===== src/rtl/store_check_pkg.sv =====
// Shared types and helpers for the store self-check monitor.
// The slot decoder lives here so the top and any wrapper agree on window geometry.
package store_check_pkg;

    typedef enum logic [1:0] {
        IDLE = 2'd0,
        RUN  = 2'd1,
        DONE = 2'd2
    } sc_state_t;

    localparam logic [7:0] SC_IDX_NONE = 8'hFF;

    typedef struct packed {
        logic        in_win;
        logic [31:0] idx;
    } sc_slot_t;

    // off is the byte offset from slot 0, already wrapped to XLEN and zero-extended
    function automatic sc_slot_t sc_slot(input logic [63:0] off,
                                         input int unsigned n_checks,
                                         input int unsigned stride_log2);
        sc_slot_t    s;
        logic [63:0] span;
        logic [63:0] mask;
        span     = 64'(n_checks) << stride_log2;
        mask     = (64'd1 << stride_log2) - 64'd1;
        s.in_win = (off < span) && ((off & mask) == 64'd0);
        s.idx    = 32'(off >> stride_log2);
        return s;
    endfunction

endpackage


===== src/rtl/store_check_monitor_if.sv =====
// Bus bundle for the store self-check monitor: table load, start, snooped
// store port and verdict outputs.
interface store_check_monitor_if #(
    parameter int XLEN     = 32,
    parameter int N_CHECKS = 8,
    parameter int CNT_W    = 16
);
    localparam int IDX_W = (N_CHECKS > 1) ? $clog2(N_CHECKS) : 1;

    logic             exp_we;
    logic [IDX_W-1:0] exp_idx;
    logic [XLEN-1:0]  exp_data;
    logic             start;
    logic             memwrite;
    logic [XLEN-1:0]  dataadr;
    logic [XLEN-1:0]  writedata;

    logic             done;
    logic             pass;
    logic             timeout;
    logic [CNT_W-1:0] pass_count;
    logic [CNT_W-1:0] fail_count;
    logic [7:0]       first_fail_idx;
    logic [XLEN-1:0]  first_fail_data;

    modport master (
        output exp_we, exp_idx, exp_data, start, memwrite, dataadr, writedata,
        input  done, pass, timeout, pass_count, fail_count, first_fail_idx, first_fail_data
    );

    modport slave (
        input  exp_we, exp_idx, exp_data, start, memwrite, dataadr, writedata,
        output done, pass, timeout, pass_count, fail_count, first_fail_idx, first_fail_data
    );

endinterface


===== src/rtl/store_check_exp_table.sv =====
// Expected-value register file: one synchronous write port, one async read port.
// No reset, so the table survives a monitor reset and can be reused on restart.
module store_check_exp_table #(
    parameter int XLEN     = 32,
    parameter int N_CHECKS = 8,
    parameter int IDX_W    = 3
) (
    input  logic             clk,
    input  logic             we,
    input  logic [IDX_W-1:0] widx,
    input  logic [XLEN-1:0]  wdata,
    input  logic [IDX_W-1:0] ridx,
    output logic [XLEN-1:0]  rdata
);

    logic [N_CHECKS-1:0][XLEN-1:0] mem;

    always_ff @(posedge clk) begin
        if (we && (32'(widx) < N_CHECKS)) begin
            mem[widx] <= wdata;
        end
    end

    assign rdata = mem[ridx];

endmodule


===== src/rtl/store_check_monitor.sv =====
// Snoops core stores into a result window, scores them against the expected
// table, and produces a single done/pass verdict with a cycle timeout.
module store_check_monitor
    import store_check_pkg::*;
#(
    parameter int XLEN           = 32,
    parameter int N_CHECKS       = 8,
    parameter int BASE_ADDR      = 200,
    parameter int STRIDE         = 4,
    parameter int TIMEOUT_CYCLES = 300,
    parameter int ORDERED        = 0,
    parameter int CNT_W          = 16
) (
    input logic           clk,
    input logic           rst,
    store_check_monitor_if.slave bus
);

    localparam int IDX_W = (N_CHECKS > 1) ? $clog2(N_CHECKS) : 1;
    localparam int SLOG2 = (STRIDE > 1) ? $clog2(STRIDE) : 0;
    localparam int TW    = (TIMEOUT_CYCLES > 1) ? $clog2(TIMEOUT_CYCLES) : 1;

    localparam logic [XLEN-1:0]  BASE    = XLEN'(BASE_ADDR);
    localparam logic [TW-1:0]    T_LAST  = TW'(TIMEOUT_CYCLES - 1);
    localparam logic [CNT_W-1:0] CNT_MAX = '1;
    localparam logic [CNT_W-1:0] N_PASS  = CNT_W'(N_CHECKS);

    sc_state_t           state;
    logic [N_CHECKS-1:0] seen;
    logic [TW-1:0]       tcnt;
    logic                done_q;
    logic                timeout_q;
    logic [CNT_W-1:0]    pass_count_q;
    logic [CNT_W-1:0]    fail_count_q;
    logic [7:0]          ffi_q;
    logic [XLEN-1:0]     ffd_q;

    logic [XLEN-1:0]     off;
    sc_slot_t            slot;
    logic                win;
    logic [IDX_W-1:0]    idx;
    logic [IDX_W-1:0]    next_idx;
    logic [XLEN-1:0]     exp_rd;
    logic                first_seen;
    logic                good;
    logic                bad;

    store_check_exp_table #(
        .XLEN     (XLEN),
        .N_CHECKS (N_CHECKS),
        .IDX_W    (IDX_W)
    ) u_tab (
        .clk   (clk),
        .we    (bus.exp_we && (state == IDLE)),
        .widx  (bus.exp_idx),
        .wdata (bus.exp_data),
        .ridx  (idx),
        .rdata (exp_rd)
    );

    // In ordered mode the next expected slot is the lowest one not yet written,
    // so a single out-of-order store does not cascade into later order errors.
    always_comb begin
        next_idx = '0;
        for (int i = N_CHECKS - 1; i >= 0; i--) begin
            if (!seen[i]) next_idx = IDX_W'(i);
        end
    end

    always_comb begin
        off        = bus.dataadr - BASE;
        slot       = sc_slot(64'(off), N_CHECKS, SLOG2);
        win        = slot.in_win && ((slot.idx >> IDX_W) == 32'd0);
        idx        = slot.idx[IDX_W-1:0];
        first_seen = 1'b0;
        good       = 1'b0;
        bad        = 1'b0;
        if (state == RUN && bus.memwrite) begin
            if (win && !seen[idx]) begin
                first_seen = 1'b1;
                if (ORDERED != 0 && idx != next_idx) bad = 1'b1;
                else if (exp_rd === bus.writedata)   good = 1'b1;
                else                                 bad = 1'b1;
            end else begin
                // duplicate, misaligned or outside the window
                bad = 1'b1;
            end
        end
    end

    always_ff @(posedge clk) begin
        if (rst) begin
            state        <= IDLE;
            seen         <= '0;
            tcnt         <= '0;
            done_q       <= 1'b0;
            timeout_q    <= 1'b0;
            pass_count_q <= '0;
            fail_count_q <= '0;
            ffi_q        <= SC_IDX_NONE;
            ffd_q        <= '0;
        end else begin
            case (state)
                IDLE: begin
                    if (bus.start) begin
                        state        <= RUN;
                        seen         <= '0;
                        tcnt         <= '0;
                        pass_count_q <= '0;
                        fail_count_q <= '0;
                        ffi_q        <= SC_IDX_NONE;
                        ffd_q        <= '0;
                    end
                end
                RUN: begin
                    tcnt <= tcnt + 1'b1;
                    if (first_seen) seen[idx] <= 1'b1;
                    if (good && pass_count_q != CNT_MAX) pass_count_q <= pass_count_q + 1'b1;
                    if (bad) begin
                        if (fail_count_q != CNT_MAX) fail_count_q <= fail_count_q + 1'b1;
                        // fail_count only grows, so zero means no failure latched yet
                        if (fail_count_q == '0) begin
                            ffi_q <= win ? 8'(idx) : SC_IDX_NONE;
                            ffd_q <= bus.writedata;
                        end
                    end
                    // completion is checked first so it wins a tie with the timeout
                    if (&seen) begin
                        state  <= DONE;
                        done_q <= 1'b1;
                    end else if (tcnt == T_LAST) begin
                        state     <= DONE;
                        done_q    <= 1'b1;
                        timeout_q <= 1'b1;
                    end
                end
                default: ;
            endcase
        end
    end

    assign bus.done            = done_q;
    assign bus.timeout         = timeout_q;
    assign bus.pass_count      = pass_count_q;
    assign bus.fail_count      = fail_count_q;
    assign bus.first_fail_idx  = ffi_q;
    assign bus.first_fail_data = ffd_q;
    assign bus.pass            = done_q && !timeout_q && (fail_count_q == '0) && (pass_count_q == N_PASS);

endmodule


===== src/flat_wrapper.sv =====
// flat-port wrapper written by rule: the top's interface ports become plain ports
module store_check_monitor_flat import store_check_pkg::*;
#(
    parameter int XLEN           = 32,
    parameter int N_CHECKS       = 8,
    parameter int BASE_ADDR      = 200,
    parameter int STRIDE         = 4,
    parameter int TIMEOUT_CYCLES = 300,
    parameter int ORDERED        = 0,
    parameter int CNT_W          = 16
)
  (clk, rst, bus_exp_we, bus_exp_idx, bus_exp_data, bus_start, bus_memwrite, bus_dataadr, bus_writedata, bus_done, bus_pass, bus_timeout, bus_pass_count, bus_fail_count, bus_first_fail_idx, bus_first_fail_data);
  store_check_monitor_if #(.XLEN(XLEN), .N_CHECKS(N_CHECKS), .CNT_W(CNT_W)) bus_i ();
  input logic clk;
  input logic rst;
  input wire logic [$bits(bus_i.exp_we)-1:0] bus_exp_we;
  input wire logic [$bits(bus_i.exp_idx)-1:0] bus_exp_idx;
  input wire logic [$bits(bus_i.exp_data)-1:0] bus_exp_data;
  input wire logic [$bits(bus_i.start)-1:0] bus_start;
  input wire logic [$bits(bus_i.memwrite)-1:0] bus_memwrite;
  input wire logic [$bits(bus_i.dataadr)-1:0] bus_dataadr;
  input wire logic [$bits(bus_i.writedata)-1:0] bus_writedata;
  output wire logic [$bits(bus_i.done)-1:0] bus_done;
  output wire logic [$bits(bus_i.pass)-1:0] bus_pass;
  output wire logic [$bits(bus_i.timeout)-1:0] bus_timeout;
  output wire logic [$bits(bus_i.pass_count)-1:0] bus_pass_count;
  output wire logic [$bits(bus_i.fail_count)-1:0] bus_fail_count;
  output wire logic [$bits(bus_i.first_fail_idx)-1:0] bus_first_fail_idx;
  output wire logic [$bits(bus_i.first_fail_data)-1:0] bus_first_fail_data;
  assign bus_i.exp_we = bus_exp_we;
  assign bus_i.exp_idx = bus_exp_idx;
  assign bus_i.exp_data = bus_exp_data;
  assign bus_i.start = bus_start;
  assign bus_i.memwrite = bus_memwrite;
  assign bus_i.dataadr = bus_dataadr;
  assign bus_i.writedata = bus_writedata;
  assign bus_done = bus_i.done;
  assign bus_pass = bus_i.pass;
  assign bus_timeout = bus_i.timeout;
  assign bus_pass_count = bus_i.pass_count;
  assign bus_fail_count = bus_i.fail_count;
  assign bus_first_fail_idx = bus_i.first_fail_idx;
  assign bus_first_fail_data = bus_i.first_fail_data;
  store_check_monitor #(.XLEN(XLEN), .N_CHECKS(N_CHECKS), .BASE_ADDR(BASE_ADDR), .STRIDE(STRIDE), .TIMEOUT_CYCLES(TIMEOUT_CYCLES), .ORDERED(ORDERED), .CNT_W(CNT_W)) u_core (.clk(clk), .rst(rst), .bus(bus_i));
endmodule

===== config.mk =====
export PLATFORM = sky130hd
export DESIGN_NAME = store_check_monitor_flat
export DESIGN_NICKNAME = d
export VERILOG_FILES = /design/src/rtl/store_check_pkg.sv /design/src/rtl/store_check_monitor_if.sv /design/src/rtl/store_check_exp_table.sv /design/src/rtl/store_check_monitor.sv /design/src/flat_wrapper.sv
export SDC_FILE = /design/constraint.sdc
export NUM_CORES = 1
export LEC_CHECK = 0
export ABC_AREA = 1
export BUFFER_PORTS_ARGS = -buffer_cell sky130_fd_sc_hd__buf_2
export CAP_MARGIN = 0
export CORE_AREA = 5 5 176 178
export DETAILED_ROUTE_END_ITERATION = 8
export DIE_AREA = 0 0 181 183
export HOLD_SLACK_MARGIN = 0.1
export PLACE_DENSITY = 0.8
export SETUP_SLACK_MARGIN = 0.05
export SYNTH_ARGS = -nofsm -noshare
export SYNTH_HDL_FRONTEND = slang
export SYNTH_SLANG_ARGS = --single-unit

===== constraint.sdc =====
create_clock -name clk -period 9 [get_ports clk]
set_clock_uncertainty 0.05 [all_clocks]
set_input_delay 1.8 -clock clk [delete_from_list [all_inputs] [get_ports clk]]
set_output_delay 1.8 -clock clk [all_outputs]
set_load 0.005 [all_outputs]

==> flow_metrics.env, run 1 <==
export IMPL_slew_headroom_pct=16.77
export IMPL_critPathLaunchType="input pin"
export IMPL_critical_path_most_common_cell="nand2_1"
export IMPL_synth_top_cells_by_count="nand2_1 (665), nand3_1 (270), edfxtp_1 (256), inv_1 (245), nor2_1 (222)"
export IMPL_clockBufferDepth=3
export IMPL_cts_buffers=37
export IMPL_dieWidth_um=181
export IMPL_setup_tns_ns=0
export IMPL_critPathCaptureType="flop"
export IMPL_synthArstFlopShare_pct=0
export IMPL_vias=14720
export IMPL_post_synth_top_count_cell="nand2_1"
export IMPL_yosysSeqAreaShare_pct=55.15
export IMPL_worstPathCellList="buf_2 > buf_4 > inv_2 > ha_1 > buf_4 > inv_1 > buf_4 > nand3_1 > nand2_1 > nand2_1 > nand2_1 > nor2_1 > nand2_1 > nor2_1 > nand2_1 > nor2_1 > nand3_1 > nand2_1 > nand2_4 > nand2_2 > nand2_1 > nand2_1 > nor2_1"
export IMPL_hp_class="reg2reg"
export IMPL_maxCapViolations=0
export IMPL_yosys_area_top_type_share_pct=44.77
export IMPL_grt_overflow=0
export IMPL_cp_slowest_cell="buf_4"
export IMPL_netlist_area_um2=17170
export IMPL_post_cts_buffers=0
export IMPL_area_growth_syn_to_layout_pct=13.81
export IMPL_utilization_pct=66.82
export IMPL_setup_viol=0
export IMPL_drcViolationCount=0
export IMPL_syn_inst=2094
export IMPL_timing_setup_critical_path_class="in2reg"
export IMPL_cts_tree="yes"
export IMPL_grt_pass1_wl_um=72970
export IMPL_clkTransAtPathRegs_ns=0.06
export IMPL_hold_buffers=0
export IMPL_antenna_found_initial=6
export IMPL_cpLargestDelayFamily="simple AND/OR/NAND/NOR gates"
export IMPL_cp_max_fo=87
export IMPL_ir_worst_vdd_v=0.0002035
export IMPL_critPathBufInv=6
export IMPL_clk_latency_ns=0.54
export IMPL_yosys_area_top_type="edfxtp_1"
export IMPL_yosysWarnings=0
export IMPL_crit_arrival_ns=6.50
export IMPL_gp_congestion=0.9576
export IMPL_hold_viol=0
export IMPL_fmax_mhz=162.5
export IMPL_port_buffer_count=178
export IMPL_coreArea_um2=29240
export IMPL_synth_seq_cells=345
export IMPL_drive_gt1_share_pct=12.21
export IMPL_max_stage_delay_ns=0.68
export IMPL_synth_cell_types=38
export IMPL_num_io_pins=179
export IMPL_grt_max_degree=101
export IMPL_status="completed"
export IMPL_cts_sinks=345
export IMPL_grt_util_all_layers_pct=27.30
export IMPL_routedWlPerCell_um=17.55
export IMPL_ys_flop_type="edfxtp_1"
export IMPL_routed_wl_um=46560
export IMPL_dieHeight_um=183
export IMPL_dp_hpwl_um=29500
export IMPL_slew_viol_final=0
export IMPL_synth_area_leaders="edfxtp_1 (45%), nand2_1 (15%), dfxtp_1 (10%)"
export IMPL_htree_levels=2
export IMPL_syn_nets=2207
export IMPL_via_per_inst=5.550
export IMPL_grt_pass1_vias=14260
export IMPL_die_area_um2=33120
export IMPL_ctsResizeCount=0
export IMPL_start_util_pct=58.71
export IMPL_fin_nets=2349
export IMPL_pwr_density_cell_nw_per_um2=234.1
export IMPL_num_rows=63
export IMPL_final_cell_area_um2=19540
export IMPL_ant_nets=0
export IMPL_drt_pass1_iterations=5
export IMPL_min_period_over_period_pct=68.37
export IMPL_cts_root_buf="clkbuf_16"
export IMPL_synth_edf_count=256
export IMPL_p_leak_nw=8.463
export IMPL_period_needed_ns=6.153
export IMPL_drtIter0Drc=1297
export IMPL_placed_area_um2=18290
export IMPL_rsz0062_at_grt="false"
export IMPL_cp_required_ns=9.35
export IMPL_tightest_slew_ns=1.244
export IMPL_syn_area_per_cell_um2=8.200
==> tightest hold or removal path, cell delays in order (launching register included) <==
cell and delay [ns]:
dfxtp_1 0.31, inv_1 0.06, a21oi_1 0.06
==> cell usage in the layout, fill, tap and decap left out, types with 2 or more instances in the layout <==
cell / n
nand2_1: 665
nand3_1: 270
edfxtp_1: 256
inv_1: 245
nor2_1: 214
buf_2: 177
dfxtp_1: 89
a21oi_1: 78
clkbuf_16: 38
nor3_1: 30
xor2_1: 22
nand4_1: 21
nand3b_1: 20
buf_4: 19
o21ai_0: 15
clkinv_1: 12
nor4_1: 10
a21oi_2: 10
nor2_4: 9
ha_1: 9
nor3b_1: 7
o21ai_1: 6
bufinv_16: 6
clkinv_2: 4
clkbuf_1: 4
xnor2_1: 3
nand2_4: 2
nand2_2: 2
a221oi_1: 2
clkinvlp_4: 2
==> per-stage QoR <==
stage	setup slack (ns)	total power [mW]	hold WS [ns]	std cells
final	2.847	4.574	0.4287	2652
after global routing	2.519	4.795	0.4523	2652
after CTS	2.941	4.579	0.4281	2651
after detailed placement	2.434	3.014	0.4138	2587
after global placement	2.551	2.984	0.4021	2587
after floorplan	4.391	2.691	0.3900	2094
==> path summary, 6_finish.rpt <==
| check | depth (start not counted) | from | slack (ns) | endpoint |
|---|---|---|---|---|
| worst max-delay path | 23 | bus_dataadr[3] | 2.85 | u_core.bus.fail_count[1]$_SDFFE_PP0P_ |
| worst min-delay path | 2 | u_core.seen[6]$_SDFFE_PP0P_ | 0.43 | u_core.seen[6]$_SDFFE_PP0P_ |
| worst max register to register | 11 | u_core.state[0]$_SDFFE_PP0P_ | 4.82 | u_core.bus.fail_count[2]$_SDFFE_PP0P_ |
| worst min register to register | 2 | u_core.seen[6]$_SDFFE_PP0P_ | 0.43 | u_core.seen[6]$_SDFFE_PP0P_ |
==> routing by layer <==
metal	track usage [%]	part of all wire, %	vias to the layer above
li1	-	-	7074
met4	11.56	3.8	10
met2	46.76	48	688
met5	0	0.13	-
met1	34.31	39	6814
met3	5.177	8.8	132
==> cell type report <==
| cell class | instances | area (um^2) |
|---|---|---|
| Clock inverter | 22 | 285.3 |
| Tap cell | 390 | 488.0 |
| Multi-Input combinational cell | 1405 | 6359 |
| Clock buffer | 42 | 965.9 |
| Inverter | 251 | 943.4 |
| Fill cell | 2422 | 9703 |
| Timing Repair Buffer | 196 | 1028 |
| Sequential cell | 345 | 9469 |
| Antenna cell | 1 | 2.502 |
==> state kept, by name (all words and copies together) (netlist names) <==
register                    flops
u_core.bus.pass_count          16
u_core.seen                     8
u_core.bus.first_fail_data     32
u_core.bus.timeout              1
u_core.state                    2
u_core.tcnt                     9
u_core.bus.done                 1
u_core.u_tab.mem              256
u_core.bus.fail_count          16
u_core.bus.first_fail_idx       4
==> cells by family after synthesis <==
kind of cell,after synthesis,synth area share [%]
flip-flops,345,55.15
AND/OR/NAND/NOR,1251,30.71
AO/OA/AOI/OAI,120,3.921
adder cells (fa/ha/maj),9,0.6558
XOR/XNOR,25,1.275
buffers and inverters,344,8.293
==> where the power goes <==
part | total (mW) | switching, mW | internal [mW]
logic | 1.11 | 0.778 | 0.336
registers | 1.89 | 0.0600 | 1.83
clock network | 1.57 | 0.623 | 0.948
total | 4.57 | 1.46 | 3.11
(Power assumes the default switching activity.)
==> run 2, diff against run 1 <==
--- a/config.mk
+++ b/config.mk
@@ -8,11 +8,11 @@
 export ABC_AREA = 1
 export BUFFER_PORTS_ARGS = -buffer_cell sky130_fd_sc_hd__buf_2
 export CAP_MARGIN = 0
-export CORE_AREA = 5 5 176 178
+export CORE_AREA = 5 5 177 179
 export DETAILED_ROUTE_END_ITERATION = 8
-export DIE_AREA = 0 0 181 183
+export DIE_AREA = 0 0 182 184
 export HOLD_SLACK_MARGIN = 0.1
-export PLACE_DENSITY = 0.8
+export PLACE_DENSITY = 0.79
 export SETUP_SLACK_MARGIN = 0.05
 export SYNTH_ARGS = -nofsm -noshare
 export SYNTH_HDL_FRONTEND = slang
==> constraint.sdc (replaced) <==
create_clock -name clk -period 6.33 [get_ports clk]
set_clock_uncertainty 0.05 [all_clocks]
set_input_delay 1.266 -clock clk [delete_from_list [all_inputs] [get_ports clk]]
set_output_delay 1.266 -clock clk [all_outputs]
set_load 0.005 [all_outputs]
==> flow_metrics.env, run 2 (synthesized netlist as in run 1, its figures left out) <==
export IMPL_hp_class="reg2reg"
export IMPL_whs_ns=0.4209
export IMPL_drt_pass1_iterations=6
export IMPL_top_register="u_core.u_tab.mem"
export IMPL_vias=14610
export IMPL_grt_pass1_wl_um=70860
export IMPL_cts_tree="yes"
export IMPL_critPathLaunchType="input pin"
export IMPL_critPathCaptureType="flop"
export IMPL_fmax_mhz=211.1
export IMPL_dp_cells=2589
export IMPL_ir_worst_vdd_v=0.0002712
export IMPL_pwr_density_cell_nw_per_um2=322.5
export IMPL_via_per_inst=5.502
export IMPL_slew_headroom_pct=17.70
export IMPL_gp_congestion=0.9521
export IMPL_slew_viol_final=0
export IMPL_htree_levels=2
export IMPL_grt_max_degree=113
export IMPL_tightest_slew_ns=1.230
export IMPL_hold_buffers=0
export IMPL_largest_register_ffs=256
export IMPL_coreArea_um2=29400
export IMPL_routed_wl_um=45500
export IMPL_rsz0062_at_grt="false"
export IMPL_min_path_cells=2
export IMPL_cp_required_ns=6.70
export IMPL_worstPathCellList="buf_4 > clkinv_2 > buf_4 > nand2_1 > nand3_1 > nand3_1 > nand2_1 > nand2_1 > nand2_1 > nor2_1 > nand2_1 > nor2_1 > nand2_1 > nor2_1 > nand3_1 > nand2_1 > nand2_4 > buf_4 > a21oi_1 > nor2_1"
export IMPL_dieWidth_um=182
export IMPL_area_growth_syn_to_layout_pct=13.15
export IMPL_start_util_pct=58.40
export IMPL_clkTransAtPathRegs_ns=0.06
export IMPL_crit_arrival_ns=5.11
export IMPL_critPathBufInv=4
export IMPL_ff_latch_area_um2=9469
export IMPL_nFillCells=2371
export IMPL_utilization_pct=66.08
export IMPL_clockBufferDepth=3
export IMPL_period_needed_ns=4.737
export IMPL_p_leak_nw=8.419
export IMPL_num_rows=63
export IMPL_setup_viol=0
export IMPL_layout_cells_non_filler=2655
export IMPL_final_cell_mix="nand2_1 (665), nand3_1 (270), edfxtp_1 (256), inv_1 (245), nor2_1 (214)"
export IMPL_cp_slowest_cell="clkinv_2"
export IMPL_max_stage_delay_ns=0.55
export IMPL_drive_gt1_share_pct=12.06
export IMPL_dieHeight_um=184
export IMPL_cts_buffers=37
export IMPL_final_common_cell="nand2_1"
export IMPL_multiInputGateArea_um2=6359
export IMPL_antenna_found_initial=9
export IMPL_die_area_um2=33490
export IMPL_drcViolationCount=0
export IMPL_cp_max_fo=56
export IMPL_min_period_over_period_pct=74.83
export IMPL_ant_nets=0
export IMPL_dp_hpwl_um=29060
export IMPL_status="completed"
export IMPL_post_cts_buffers=0
export IMPL_maxCapViolations=0
export IMPL_r2r_start="u_core.state[0]$_SDFFE_PP0P_"
export IMPL_fin_nets=2351
export IMPL_r2r_end="u_core.bus.fail_count[6]$_SDFFE_PP0P_"
export IMPL_cpLargestDelayFamily="buffers and inverters"
export IMPL_hold_viol=0
export IMPL_min_from="u_core.seen[1]$_SDFFE_PP0P_"
export IMPL_critical_path_most_common_cell="nand2_1"
export IMPL_grt_overflow=0
export IMPL_num_io_pins=179
export IMPL_grt_pass1_vias=13630
export IMPL_reg2reg_depth=11
export IMPL_routedWlPerCell_um=17.14
export IMPL_r2r_slack_ns=2.22
export IMPL_min_to="u_core.seen[1]$_SDFFE_PP0P_"
export IMPL_port_buffer_count=178
export IMPL_cts_sinks=345
export IMPL_drtIter0Drc=1433
export IMPL_setup_tns_ns=0
export IMPL_clk_latency_ns=0.53
export IMPL_ctsResizeCount=0
export IMPL_cts_root_buf="clkbuf_16"
export IMPL_timing_setup_critical_path_class="in2reg"
export IMPL_grt_util_all_layers_pct=26.40
export IMPL_crit_path_start="bus_dataadr[2]"
[run 2: cell types whose count changed in the layout (fill, tap and decap cells not counted)]
cell / before / now
buf_4: 19 / 21
bufinv_16: 6 / 2
clkbuf_1: 4 / 8
clkinv_1: 12 / 13
clkinv_2: 4 / 7
clkinvlp_4: 2 / 0
diode_2: 1 / 2
inv_16: 1 / 0
inv_6: 1 / 0
[run 2: metal layers]
| metal | part of all wire, % | vias up | track usage (%) |
|---|---|---|---|
| li1 | - | 7089 | - |
| met4 | 3.8 | 14 | 10.90 |
| met2 | 48 | 646 | 44.20 |
| met3 | 9.5 | 139 | 5.679 |
| met5 | 0.22 | - | 0 |
| met1 | 39 | 6720 | 33.61 |
[run 2: worst register-to-register path, stage by stage, from the launching register on]
cell and delay [ns]:
dfxtp_1 0.35, inv_1 0.12, nor2_4 0.03, buf_4 0.32
inv_1 0.81, o221ai_1 0.39, inv_1 0.12, nor2_1 0.14
nor2_1 1.00, nand2_2 0.42, nand2_1 0.16, a21oi_1 0.07
[run 2: worst max-delay path by stage]
stage                                                  endpoint  slack [ns]  depth (start not counted)
floorplan                 u_core.bus.fail_count[2]$_SDFFE_PP0P_        2.25                         23
global placement     u_core.bus.first_fail_data[1]$_SDFFE_PP0P_        1.15                         20
detailed placement  u_core.bus.first_fail_data[15]$_SDFFE_PP0P_        1.09                         20
CTS                 u_core.bus.first_fail_data[15]$_SDFFE_PP0P_        1.66                         20
global route        u_core.bus.first_fail_data[22]$_SDFFE_PP0P_        1.16                         21
finish              u_core.bus.first_fail_data[15]$_SDFFE_PP0P_        1.59                         20
[run 2: final cells by class]
cell class,count,share of cell area [%]
Antenna cell,2,0.02576
Clock buffer,46,5.049
Clock inverter,18,0.7213
Inverter,251,4.856
Multi-Input combinational cell,1405,32.73
Sequential cell,345,48.74
Tap cell,390,2.512
Timing Repair Buffer,198,5.371
[run 2: through the flow]
stage / instance area [um^2] / setup slack, ns / total power [mW]
after global placement: 18300 / 1.153 / 4.215
after detailed placement: 18300 / 1.094 / 4.268
after CTS: 19420 / 1.656 / 6.278
final: 19430 / 1.593 / 6.267
after floorplan: 17170 / 2.255 / 3.827
after global routing: 19430 / 1.160 / 6.594
[run 2: report_power, final]
part           internal [mW]  switching (mW)
logic                  0.478            1.07
registers               2.60          0.0881
clock network           1.18           0.846
total                   4.26            2.01
